[config.mk]
export PLATFORM = sky130hd
export DESIGN_NAME = gesture_encoder
export DESIGN_NICKNAME = d
export VERILOG_FILES = /design/src/rtl/gesture_pkg.sv /design/src/rtl/gesture_encoder_pwm_capture.sv /design/src/rtl/gesture_encoder.sv
export SDC_FILE = /design/constraint.sdc
export NUM_CORES = 1
export LEC_CHECK = 0
export ABC_AREA = 0
export BUFFER_PORTS_ARGS = -buffer_cell sky130_fd_sc_hd__buf_2
export CAP_MARGIN = 20
export CORE_ASPECT_RATIO = 1.75
export CORE_MARGIN = 2
export CORE_UTILIZATION = 57
export DETAILED_ROUTE_END_ITERATION = 10
export GPL_TIMING_DRIVEN = 1
export HOLD_SLACK_MARGIN = 0.03
export PLACE_DENSITY_LB_ADDON = 0.1
export SLEW_MARGIN = 20
export SYNTH_ARGS = -nofsm -noshare
export SYNTH_HDL_FRONTEND = slang
export SYNTH_SLANG_ARGS = --single-unit
[constraint.sdc]
create_clock -name clk -period 3.24 [get_ports clk]
set_input_delay 0.324 -clock clk [delete_from_list [all_inputs] [get_ports clk]]
set_output_delay 0.324 -clock clk [all_outputs]
set_load 0.005 [all_outputs]
[src/rtl/gesture_pkg.sv]
// Shared types and constants for the PWM-to-gesture encoder: gesture codes, finger indices
// and the pattern-to-code map.
package gesture_pkg;

  localparam int unsigned NUM_FINGERS = 5;
  localparam int unsigned WIDTH_W     = 16;
  localparam int unsigned GEST_W      = 8;

  typedef logic [WIDTH_W-1:0] width_us_t;
  typedef logic [GEST_W-1:0]  gesture_t;

  localparam int unsigned FINGER_THUMB  = 0;
  localparam int unsigned FINGER_INDEX  = 1;
  localparam int unsigned FINGER_MIDDLE = 2;
  localparam int unsigned FINGER_RING   = 3;
  localparam int unsigned FINGER_PINKY  = 4;

  localparam gesture_t GEST_NONE          = 8'd0;
  localparam gesture_t GEST_ROCK          = 8'd1;
  localparam gesture_t GEST_PAPER         = 8'd2;
  localparam gesture_t GEST_SCISSORS      = 8'd3;
  localparam gesture_t GEST_THUMB         = 8'd4;
  localparam gesture_t GEST_INDEX         = 8'd5;
  localparam gesture_t GEST_MIDDLE        = 8'd6;
  localparam gesture_t GEST_RING          = 8'd7;
  localparam gesture_t GEST_PINKY         = 8'd8;
  localparam gesture_t GEST_PINKY_PROMISE = 8'd9;
  localparam gesture_t GEST_ROCK_SIGN     = 8'd10;

  // Pattern bit order is {pinky, ring, middle, index, thumb}; 1 = flexed.
  function automatic gesture_t encode_pattern(input logic [NUM_FINGERS-1:0] pattern);
    gesture_t code;
    case (pattern)
      5'b11111: code = GEST_ROCK;
      5'b00000: code = GEST_PAPER;
      5'b11001: code = GEST_SCISSORS;
      5'b00001: code = GEST_THUMB;
      5'b00010: code = GEST_INDEX;
      5'b00100: code = GEST_MIDDLE;
      5'b01000: code = GEST_RING;
      5'b10000: code = GEST_PINKY;
      5'b01110: code = GEST_PINKY_PROMISE;
      5'b01100: code = GEST_ROCK_SIGN;
      default:  code = GEST_NONE;
    endcase
    return code;
  endfunction

endpackage

[src/rtl/gesture_encoder_pwm_capture.sv]
// One servo-PWM channel: synchronizer, edge detect, pulse-width and timeout counters in 1 us ticks,
// plus fresh/stale flags.
module pwm_capture
  import gesture_pkg::*;
#(
  parameter int unsigned MIN_US     = 500,
  parameter int unsigned MAX_US     = 2500,
  parameter int unsigned TIMEOUT_US = 25000
) (
  input  logic      clk,
  input  logic      reset,
  input  logic      tick_i,
  input  logic      pwm_i,
  input  logic      fresh_clr_i,
  output width_us_t width_o,
  output logic      fresh_o,
  output logic      stale_o
);

  localparam width_us_t MIN_W = width_us_t'(MIN_US);
  localparam width_us_t MAX_W = width_us_t'(MAX_US);
  localparam width_us_t SAT_W = width_us_t'(MAX_US + 1);
  localparam width_us_t TO_W  = width_us_t'(TIMEOUT_US);

  typedef enum logic {ST_WAIT_RISE, ST_HIGH} cap_state_e;

  cap_state_e state_q, state_d;
  logic [1:0] sync_q;
  logic       level_prev_q;
  width_us_t  cnt_q, cnt_d;
  width_us_t  to_q, to_d;
  width_us_t  width_q, width_d;
  width_us_t  cnt_inc_c;
  logic       fresh_q, fresh_d;
  logic       stale_q, stale_d;
  logic       rise_c, fall_c;

  assign rise_c    = sync_q[1] & ~level_prev_q;
  assign fall_c    = ~sync_q[1] & level_prev_q;
  assign cnt_inc_c = (tick_i && (cnt_q < SAT_W)) ? cnt_q + width_us_t'(1) : cnt_q;

  // Synchronizer resets to "high" so a pulse already in progress at reset is never seen as a rise.
  always_ff @(posedge clk) begin
    if (reset) begin
      sync_q       <= 2'b11;
      level_prev_q <= 1'b1;
      state_q      <= ST_WAIT_RISE;
      cnt_q        <= '0;
      to_q         <= '0;
      width_q      <= '0;
      fresh_q      <= 1'b0;
      stale_q      <= 1'b1;
    end else begin
      sync_q       <= {sync_q[0], pwm_i};
      level_prev_q <= sync_q[1];
      state_q      <= state_d;
      cnt_q        <= cnt_d;
      to_q         <= to_d;
      width_q      <= width_d;
      fresh_q      <= fresh_d;
      stale_q      <= stale_d;
    end
  end

  always_comb begin
    state_d = state_q;
    cnt_d   = cnt_q;
    to_d    = to_q;
    width_d = width_q;
    fresh_d = fresh_q;
    stale_d = stale_q;

    if (fresh_clr_i) fresh_d = 1'b0;
    if (tick_i && (to_q < TO_W)) to_d = to_q + width_us_t'(1);

    case (state_q)
      ST_WAIT_RISE: begin
        if (rise_c) begin
          state_d = ST_HIGH;
          cnt_d   = '0;
          to_d    = '0;
        end
      end
      ST_HIGH: begin
        if (fall_c) begin
          state_d = ST_WAIT_RISE;
          if ((cnt_inc_c >= MIN_W) && (cnt_inc_c <= MAX_W)) begin
            width_d = cnt_inc_c;
            fresh_d = 1'b1;
            stale_d = 1'b0;
          end
        end else begin
          cnt_d = cnt_inc_c;
        end
      end
      default: state_d = ST_WAIT_RISE;
    endcase

    // Timeout judged on the post-rise counter so a rise on the expiry cycle still restarts capture.
    if (to_d >= TO_W) begin
      stale_d = 1'b1;
      fresh_d = 1'b0;
      state_d = ST_WAIT_RISE;
    end
  end

  assign width_o = width_q;
  assign fresh_o = fresh_q;
  assign stale_o = stale_q;

endmodule

[src/rtl/gesture_encoder.sv]
// Five-channel PWM measurement to 8-bit gesture code with frame stability filtering and stale handling.
// Optional hysteresis on the flex threshold is enabled by defining GESTURE_HYST_EN.
module gesture_encoder
  import gesture_pkg::*;
#(
  parameter int unsigned TICK_DIV      = 50,
  parameter int unsigned THRESH_US     = 1500,
  parameter int unsigned HYST_US       = 50,
  parameter int unsigned MIN_US        = 500,
  parameter int unsigned MAX_US        = 2500,
  parameter int unsigned TIMEOUT_US    = 25000,
  parameter int unsigned STABLE_FRAMES = 3
) (
  input  logic                   clk,
  input  logic                   reset,
  input  logic [NUM_FINGERS-1:0] pwm_in,
  output logic [GEST_W-1:0]      gesture,
  output logic                   gesture_valid,
  output logic [NUM_FINGERS-1:0] flexed,
  output logic [NUM_FINGERS-1:0] chan_stale
);

  if (TICK_DIV < 1) begin : g_bad_div
    $error("TICK_DIV must be at least 1");
  end
  if (STABLE_FRAMES < 1) begin : g_bad_stable
    $error("STABLE_FRAMES must be at least 1");
  end
  if (HYST_US >= THRESH_US) begin : g_bad_hyst
    $error("HYST_US must be below THRESH_US");
  end

  localparam int unsigned DIV_W = (TICK_DIV > 1) ? $clog2(TICK_DIV) : 1;
  localparam int unsigned CNT_W = (STABLE_FRAMES >= 1) ? $clog2(STABLE_FRAMES + 1) : 1;
  localparam logic [DIV_W-1:0] DIV_LAST = DIV_W'(TICK_DIV - 1);
  localparam logic [CNT_W-1:0] CNT_MAX  = CNT_W'(STABLE_FRAMES);
`ifdef GESTURE_HYST_EN
  localparam width_us_t FLEX_ON_W  = width_us_t'(THRESH_US + HYST_US);
  localparam width_us_t FLEX_OFF_W = width_us_t'(THRESH_US - HYST_US);
`else
  localparam width_us_t THRESH_W   = width_us_t'(THRESH_US);
`endif

  logic [DIV_W-1:0]       div_q;
  logic                   tick_c;
  width_us_t              widths_c [NUM_FINGERS];
  logic [NUM_FINGERS-1:0] fresh_c, stale_c, flex_next_c;
  logic                   frame_c, any_stale_c, stale_rise_c;

  logic [NUM_FINGERS-1:0] flexed_q, flexed_d;
  logic [NUM_FINGERS-1:0] stale_prev_q, stale_prev_d;
  gesture_t               cand_q, cand_d;
  gesture_t               gesture_q, gesture_d;
  logic [CNT_W-1:0]       count_q, count_d;
  logic                   chk_q, chk_d;
  logic                   valid_q, valid_d;

  // Shared 1 us tick for all channels.
  assign tick_c = (div_q == DIV_LAST);
  always_ff @(posedge clk) begin
    if (reset) div_q <= '0;
    else       div_q <= tick_c ? '0 : div_q + DIV_W'(1);
  end

  for (genvar g = 0; g < NUM_FINGERS; g++) begin : g_cap
    pwm_capture #(
      .MIN_US     (MIN_US),
      .MAX_US     (MAX_US),
      .TIMEOUT_US (TIMEOUT_US)
    ) u_cap (
      .clk         (clk),
      .reset       (reset),
      .tick_i      (tick_c),
      .pwm_i       (pwm_in[g]),
      .fresh_clr_i (frame_c),
      .width_o     (widths_c[g]),
      .fresh_o     (fresh_c[g]),
      .stale_o     (stale_c[g])
    );
  end

  assign any_stale_c  = |stale_c;
  assign stale_rise_c = |(stale_c & ~stale_prev_q);
  assign frame_c      = (&fresh_c) & ~any_stale_c;

  always_comb begin
    flex_next_c = '0;
    for (int unsigned i = 0; i < NUM_FINGERS; i++) begin
`ifdef GESTURE_HYST_EN
      if (widths_c[i] >= FLEX_ON_W)       flex_next_c[i] = 1'b1;
      else if (widths_c[i] <= FLEX_OFF_W) flex_next_c[i] = 1'b0;
      else                                flex_next_c[i] = flexed_q[i];
`else
      flex_next_c[i] = (widths_c[i] >= THRESH_W);
`endif
    end
  end

  always_ff @(posedge clk) begin
    if (reset) begin
      flexed_q     <= '0;
      stale_prev_q <= '1;
      cand_q       <= GEST_NONE;
      gesture_q    <= GEST_NONE;
      count_q      <= '0;
      chk_q        <= 1'b0;
      valid_q      <= 1'b0;
    end else begin
      flexed_q     <= flexed_d;
      stale_prev_q <= stale_prev_d;
      cand_q       <= cand_d;
      gesture_q    <= gesture_d;
      count_q      <= count_d;
      chk_q        <= chk_d;
      valid_q      <= valid_d;
    end
  end

  // Frame at N classifies at N+1 and may commit at N+2; a newly stale channel overrides both.
  always_comb begin
    flexed_d     = flexed_q;
    stale_prev_d = stale_c;
    cand_d       = cand_q;
    gesture_d    = gesture_q;
    count_d      = count_q;
    chk_d        = 1'b0;
    valid_d      = 1'b0;

    if (stale_rise_c) begin
      gesture_d = GEST_NONE;
      valid_d   = (gesture_q != GEST_NONE);
      count_d   = '0;
    end else begin
      if (chk_q && !any_stale_c && (count_q >= CNT_MAX) && (cand_q != gesture_q)) begin
        gesture_d = cand_q;
        valid_d   = 1'b1;
      end
      if (frame_c) begin
        chk_d    = 1'b1;
        flexed_d = flex_next_c;
        cand_d   = encode_pattern(flex_next_c);
        if (cand_d == cand_q) count_d = (count_q >= CNT_MAX) ? CNT_MAX : count_q + CNT_W'(1);
        else                  count_d = CNT_W'(1);
      end
    end
  end

  assign gesture       = gesture_q;
  assign gesture_valid = valid_q;
  assign flexed        = flexed_q;
  assign chan_stale    = stale_c;

endmodule

==> results of run 1 <==
[how the worst min path moves through the flow]
stage / slack, ps / endpoint
floorplan: 390 / g_cap[0].u_cap.sync_q[1]
global placement: 390 / g_cap[0].u_cap.sync_q[1]
detailed placement: 400 / g_cap[0].u_cap.sync_q[1]
CTS: 130 / g_cap[3].u_cap.width_o[7]
global route: 160 / g_cap[3].u_cap.width_o[7]
finish: 140 / g_cap[3].u_cap.width_o[7]
[through the flow]
step	total power, mW	setup WS (ps)
2_1_floorplan	3.90	67.6
3_3_place_gp	3.99	103
3_5_place_dp	3.99	95.1
4_1_cts	7.47	69.0
5_1_grt	7.64	-41.3
6_report	7.42	113
[per-layer routing]
metal  global-route usage  vias up  wire length [um]
met5                    0        -                 0
met4                0.131        0              1790
met3               0.0259      127              1480
met2                0.530      394             22200
met1                0.311     7073             17000
li1                     -     7159                 -
[cell families after synthesis]
family | Yosys count | synth area share
AOI/OAI and AO/OA | 454 | 0.205
and+or+nand+nor | 841 | 0.279
adders and majority gates | 22 | 0.0173
buffers and inverters | 199 | 0.0550
muxes | 29 | 0.0190
other | 1 | 0.000235
DFF | 288 | 0.362
xor gates and xnor gates | 115 | 0.0632
[flip-flops by register name (all words and copies together) (netlist names), 4 cells and up]
register and flops:
stale_prev_q 5, g_cap.u_cap.to_q 80, g_cap.u_cap.level_prev_q 5, div_q 6
gesture 4, flexed 5, cand_q 4, g_cap.u_cap.width_o 70
g_cap.u_cap.sync_q 10, g_cap.u_cap.fresh_o 5, g_cap.u_cap.stale_o 5, g_cap.u_cap.state_q 5
g_cap.u_cap.cnt_q 80
[cell usage after synthesis, types with 6 or more instances]
cell	n	share of area
a2111oi_0	6	0.0033
a211oi_1	45	0.021
a21o_1	18	0.0085
a21oi_1	113	0.035
a221oi_1	19	0.010
a311o_1	8	0.0050
a311oi_1	7	0.0038
a31o_2	9	0.0049
a31oi_1	26	0.010
and2_1	46	0.018
and3_1	74	0.029
and4_1	8	0.0044
buf_1	7	0.0016
buf_2	11	0.0035
buf_4	12	0.0057
clkbuf_1	96	0.023
dfxtp_1	288	0.36
ha_1	22	0.017
inv_1	63	0.015
mux2i_1	25	0.016
nand2_1	132	0.031
nand2b_1	22	0.0086
nand3_1	78	0.024
nand4_1	36	0.014
nand4b_1	8	0.0044
nor2_1	217	0.051
nor2b_1	21	0.0082
nor3_1	54	0.017
nor3b_1	8	0.0038
nor4_1	52	0.020
nor4b_1	7	0.0038
o211ai_1	14	0.0066
o21a_1	13	0.0061
o21ai_0	66	0.021
o22ai_1	6	0.0024
o31ai_1	6	0.0028
or2_2	23	0.0090
or3_1	14	0.0055
or4_1	12	0.0057
xnor2_1	68	0.037
xor2_1	47	0.026
[area by class of cell]
| cell class | instances | area [um2] |
|---|---|---|
| Timing Repair Buffer | 131 | 958 |
| Inverter | 63 | 236 |
| Multi-Input combinational cell | 1468 | 9430 |
| Clock inverter | 15 | 194 |
| Tap cell | 373 | 467 |
| Fill cell | 2472 | 9930 |
| Sequential cell | 288 | 5770 |
| Clock buffer | 36 | 782 |
[what timing repair did]
| item | in CTS | in global routing |
|---|---|---|
| hold endpoints to repair | 5 | 0 |
| setup endpoints to repair | 0 | 39 |
| buffers inserted | 0 | 4 |
| resized for setup | 0 | 20 |
| hold buffers | 5 | 0 |
[report_power, final]
part	leakage (nW)	total [mW]	internal [mW]	switching (mW)
combinational	3.81	0.322	0.115	0.207
sequential	2.33	3.61	3.57	0.0459
clock	0.473	3.48	2.03	1.45
[cell usage in the layout, fill, tap and decap left out, types with 13 or more instances in the layout]
master     count
a21oi_1      112
a21o_1        18
nand2_1      132
a221oi_1      19
dfxtp_1      286
mux2i_1       25
nor2_1       216
o21ai_0       66
or3_1         14
o21a_1        13
inv_1         60
nor4_1        52
a31oi_1       26
xor2_1        47
nand3_1       77
nand2b_1      22
and2_1        46
buf_4        105
ha_1          21
clkbuf_16     29
buf_2         20
o211ai_1      14
nor2b_1       21
xnor2_1       68
and3_1        72
nand4_1       36
a211oi_1      45
nor3_1        53
or2_2         23
==> flow_metrics.env, run 1 <==
export IMPL_outcome="complete, no violations"
export IMPL_vias=14800
export IMPL_required_ps=3700
export IMPL_antenna_found_initial=0
export IMPL_relSlewSlack=0.433
export IMPL_cp_num_buf_inv=2
export IMPL_cts_buffer_depth=3
export IMPL_cp_slowest_cell="o41a_1"
export IMPL_p_per_area_mw_per_mm2=416
export IMPL_finalWeightedCongestion=0.993
export IMPL_std_cell_rows=81
export IMPL_fin_nets=2009
export IMPL_synth_cells=1949
export IMPL_synth_seq_area_share=0.362
export IMPL_io_pins=26
export IMPL_cts_root_buf="clkbuf_16"
export IMPL_worstHoldStart="reset"
export IMPL_grt_max_degree=75
export IMPL_die_y_um=225
export IMPL_tightestPinTransition_ps=850
export IMPL_dr_pass1_iters=6
export IMPL_die_x_um=130
export IMPL_max_clock_freq_mhz=320
export IMPL_drtIter0Drc=744
export IMPL_path_clk_slew_ps=70
export IMPL_drc=0
export IMPL_critPathLaunch="g_cap[1].u_cap.cnt_q[0]"
export IMPL_wl_per_cell_um=17.9
export IMPL_yosys_register_bits=288
export IMPL_post_dp_hpwl_um=30200
export IMPL_peakVddDrop_mv=0.429
export IMPL_die_area_mm2=0.0294
export IMPL_grtUsageTotal=0.281
export IMPL_place_inst=2311
export IMPL_period_minus_slack_ps=3130
export IMPL_rsz0062_at_grt="yes"
export IMPL_r2r_cells=11
export IMPL_finalHoldViolCount=0
export IMPL_fin_crit_sh=0.965
export IMPL_grt_pass1_vias=14000
export IMPL_path_depth=11
export IMPL_hold_class="in2reg"
export IMPL_synthFlopType="dfxtp_1"
export IMPL_whs_path_depth=2
export IMPL_synth_edff_count=0
export IMPL_grt_pass1_wl_um=67700
export IMPL_postSynth_asyncResetShare=0
export IMPL_crit_end="g_cap[1].u_cap.width_o[15]"
export IMPL_placed_area_mm2=0.0167
export IMPL_cts_tree="yes"
export IMPL_layout_drive_gt1_share=0.133
export IMPL_cts_max_level=1
export IMPL_clkLatencyLatePin_ps=570
export IMPL_initial_core_util=0.574
export IMPL_r2r_end="g_cap[1].u_cap.width_o[15]"
export IMPL_avgViaCountPerCell=6.21
export IMPL_finalSetupViolations=0
export IMPL_cp_data_arrival_time_ps=3580
export IMPL_critPathMaxFanout=7
export IMPL_clock_skew_final_ps=17.9
export IMPL_syn_mean_instance_area_um2=8.18
export IMPL_fin_area_mm2=0.0178
export IMPL_power_leakage_nw=6.61
export IMPL_n_antenna_cell=0
export IMPL_cpPeakStageDelay_ps=490
export IMPL_core_mm2=0.0278
export IMPL_portBuffers=21
export IMPL_numCtsBuffers=28
export IMPL_timing_hold_ws_ps=141
export IMPL_syn_to_final_growth_pct=11.9
export IMPL_maxCapViolations=0
export IMPL_grt_remaining_overflow=0
export IMPL_synthDistinctLibCells=108
export IMPL_path_cells="inv_2 -> ha_2 -> and2b_2 -> o41a_1 -> o31a_4 -> nor4_4 -> xnor2_1 -> o41a_1 -> buf_4 -> a211o_4 -> and3_4"
export IMPL_final_cells=2374
export IMPL_cp_start_kind="flop"
export IMPL_path_delay_family="compound AO/OA/AOI/OAI gates"
export IMPL_r2r_setup_slack_ps=110
export IMPL_syn_area_mm2=0.0159
export IMPL_final_max_slew_violation_count=0
export IMPL_drt_total_wl_um=42600
export IMPL_yosys_warnings=0
export IMPL_end_kind="flop"
export IMPL_critPathMostFrequentCell="o41a_1"
export IMPL_final_util=0.642
export IMPL_clock_sinks=288
export IMPL_critPathKind="reg2reg"
export IMPL_detail_route_antenna_nets=0
export IMPL_fin_tns_setup_ps=0
export IMPL_timing_rr_start="g_cap[1].u_cap.cnt_q[0]"
Power figures use the tool's default switching activity.
==> inputs of run 2 (changes only) <==
--- a/config.mk
+++ b/config.mk
@@ -10,12 +10,13 @@
 export CAP_MARGIN = 20
 export CORE_ASPECT_RATIO = 1.75
 export CORE_MARGIN = 2
-export CORE_UTILIZATION = 57
+export CORE_UTILIZATION = 58
 export DETAILED_ROUTE_END_ITERATION = 10
 export GPL_TIMING_DRIVEN = 1
 export HOLD_SLACK_MARGIN = 0.03
 export PLACE_DENSITY_LB_ADDON = 0.1
-export SLEW_MARGIN = 20
+export SLEW_MARGIN = 30
 export SYNTH_ARGS = -nofsm -noshare
 export SYNTH_HDL_FRONTEND = slang
+export SYNTH_HIERARCHICAL = 1
 export SYNTH_SLANG_ARGS = --single-unit
==> run 2 against run 1 <==
  * Total power increased by 3.2%
  * Highest routed layer unchanged
  * Clock skew is 7.9 ps lower
  * Area after synthesis grew 3.0%
  * Synthesized cell count rose by 0.15%
==> flow_metrics.env, run 2 <==
export IMPL_cpPeakStageDelay_ps=460
export IMPL_finalWeightedCongestion=0.951
export IMPL_portBuffers=21
export IMPL_avgViaCountPerCell=6.12
export IMPL_io_pins=26
export IMPL_detail_route_antenna_nets=0
export IMPL_final_cells=2337
export IMPL_place_ws_ps=21.1
export IMPL_synth_cells=1952
export IMPL_cp_data_arrival_time_ps=3530
export IMPL_setup_ws_ps=186
export IMPL_final_util=0.643
export IMPL_fin_area_mm2=0.0179
export IMPL_relSlewSlack=0.366
export IMPL_grt_pass1_wl_um=68400
export IMPL_finalSetupViolations=0
export IMPL_power_mw=7.66
export IMPL_initial_core_util=0.589
export IMPL_final_max_slew_violation_count=0
export IMPL_cp_start_kind="flop"
export IMPL_multiInputGateArea_mm2=0.00984
export IMPL_tightestPinTransition_ps=951
export IMPL_placed_area_mm2=0.0169
export IMPL_path_cells="ha_1 -> nand4b_1 -> nor2_2 -> buf_12 -> nand3_1 -> o41a_1 -> a2111oi_4 -> a21boi_2 -> o21ai_2 -> and2_2 -> a211oi_1"
export IMPL_cp_slowest_cell="o41a_1"
export IMPL_fin_crit_sh=0.943
export IMPL_vias=14300
export IMPL_finalHoldViolCount=0
export IMPL_path_delay_family="compound AO/OA/AOI/OAI gates"
export IMPL_die_x_um=131
export IMPL_layout_drive_gt1_share=0.142
export IMPL_p_per_area_mw_per_mm2=428
export IMPL_cts_max_level=1
export IMPL_cts_root_buf="clkbuf_16"
export IMPL_std_cell_rows=81
export IMPL_fin_tns_setup_ps=0
export IMPL_yosys_warnings=6
export IMPL_die_y_um=227
export IMPL_antenna_found_initial=0
export IMPL_peakVddDrop_mv=0.491
export IMPL_fill_cells=2448
export IMPL_final_cell_mix="dfxtp_1 (288), nor2_1 (184), a21oi_1 (159)"
export IMPL_maxCapViolations=0
export IMPL_critPathKind="reg2reg"
export IMPL_syn_area_mm2=0.0164
export IMPL_syn_mean_instance_area_um2=8.41
export IMPL_clkLatencyLatePin_ps=550
export IMPL_dr_pass1_iters=4
export IMPL_fin_nets=1971
export IMPL_max_clock_freq_mhz=327
export IMPL_place_inst=2279
export IMPL_power_leakage_nw=6.32
export IMPL_cts_tree="yes"
export IMPL_cts_buffer_depth=3
export IMPL_grt_pass1_vias=14100
export IMPL_clock_skew_final_ps=10.0
export IMPL_die_area_mm2=0.0297
export IMPL_critPathMaxFanout=23
export IMPL_post_dp_hpwl_um=30300
export IMPL_drc=0
export IMPL_syn_to_final_growth_pct=9.16
export IMPL_grt_remaining_overflow=0
export IMPL_grtUsageTotal=0.274
export IMPL_clock_sinks=288
export IMPL_required_ps=3710
export IMPL_drt_total_wl_um=41600
export IMPL_cp_num_buf_inv=1
export IMPL_numCtsBuffers=28
export IMPL_end_kind="flop"
export IMPL_period_minus_slack_ps=3050
export IMPL_core_mm2=0.0279
export IMPL_drtIter0Drc=696
export IMPL_path_clk_slew_ps=70
export IMPL_seqCellArea_mm2=0.00577
export IMPL_hold_class="in2reg"
export IMPL_timing_hold_ws_ps=391
export IMPL_wl_per_cell_um=17.8
export IMPL_outcome="complete, no violations"
export IMPL_rsz0062_at_grt="yes"
export IMPL_grt_max_degree=121
export IMPL_layout_commonest_cell="dfxtp_1"
export IMPL_n_antenna_cell=0
[run 2: cell type report]
class	count	area share
multi-input cells	1483	0.549
flip-flops and latches	288	0.322
clock buffers	34	0.0427
repair buffers	89	0.0368
well taps	373	0.0261
clock inverters	17	0.0121
inverters	53	0.0111
[run 2: report_power, final]
group / internal (mW) / switching (mW)
registers: 3.61 / 0.124
clock network: 2.01 / 1.44
logic: 0.186 / 0.291
[run 2: worst reg2reg max path, delay by kind of cell, from the launching register on]
| kind | cells | cell delay, ps |
|---|---|---|
| fa+ha+maj | 1 | 160 |
| flops | 1 | 380 |
| buf+inv | 1 | 210 |
| compound gates | 5 | 1490 |
| simple gates | 4 | 740 |
[run 2: final timing paths]
check,from,slack [ps],to,cells after the start
worst min-delay path,reset,390,g_cap[4].u_cap/cnt_q[6],2
worst min register to register,g_cap[0].u_cap/sync_q[0],410,g_cap[0].u_cap/sync_q[1],1
worst max-delay path,div_q[0],190,g_cap[0].u_cap/width_o[10],11
worst max register to register,div_q[0],190,g_cap[0].u_cap/width_o[10],11
[run 2: metal layers]
metal / share of wire / GRT usage / wire [um] / up-vias
li1: - / - / - / 7078
met1: 0.39 / 0.287 / 16200 / 6785
met2: 0.53 / 0.534 / 22000 / 293
met3: 0.030 / 0.0293 / 1260 / 138
met4: 0.050 / 0.144 / 2080 / 0
met5: 0 / 0 / 0 / -
[run 2: what timing repair did]
action | 4_1_cts | 5_1_grt
hold buffers | 5 | 0
setup buffers | 0 | 0
endpoints found under the hold margin | 5 | 0
resized for setup | 0 | 4
setup endpoints to repair | 0 | 28
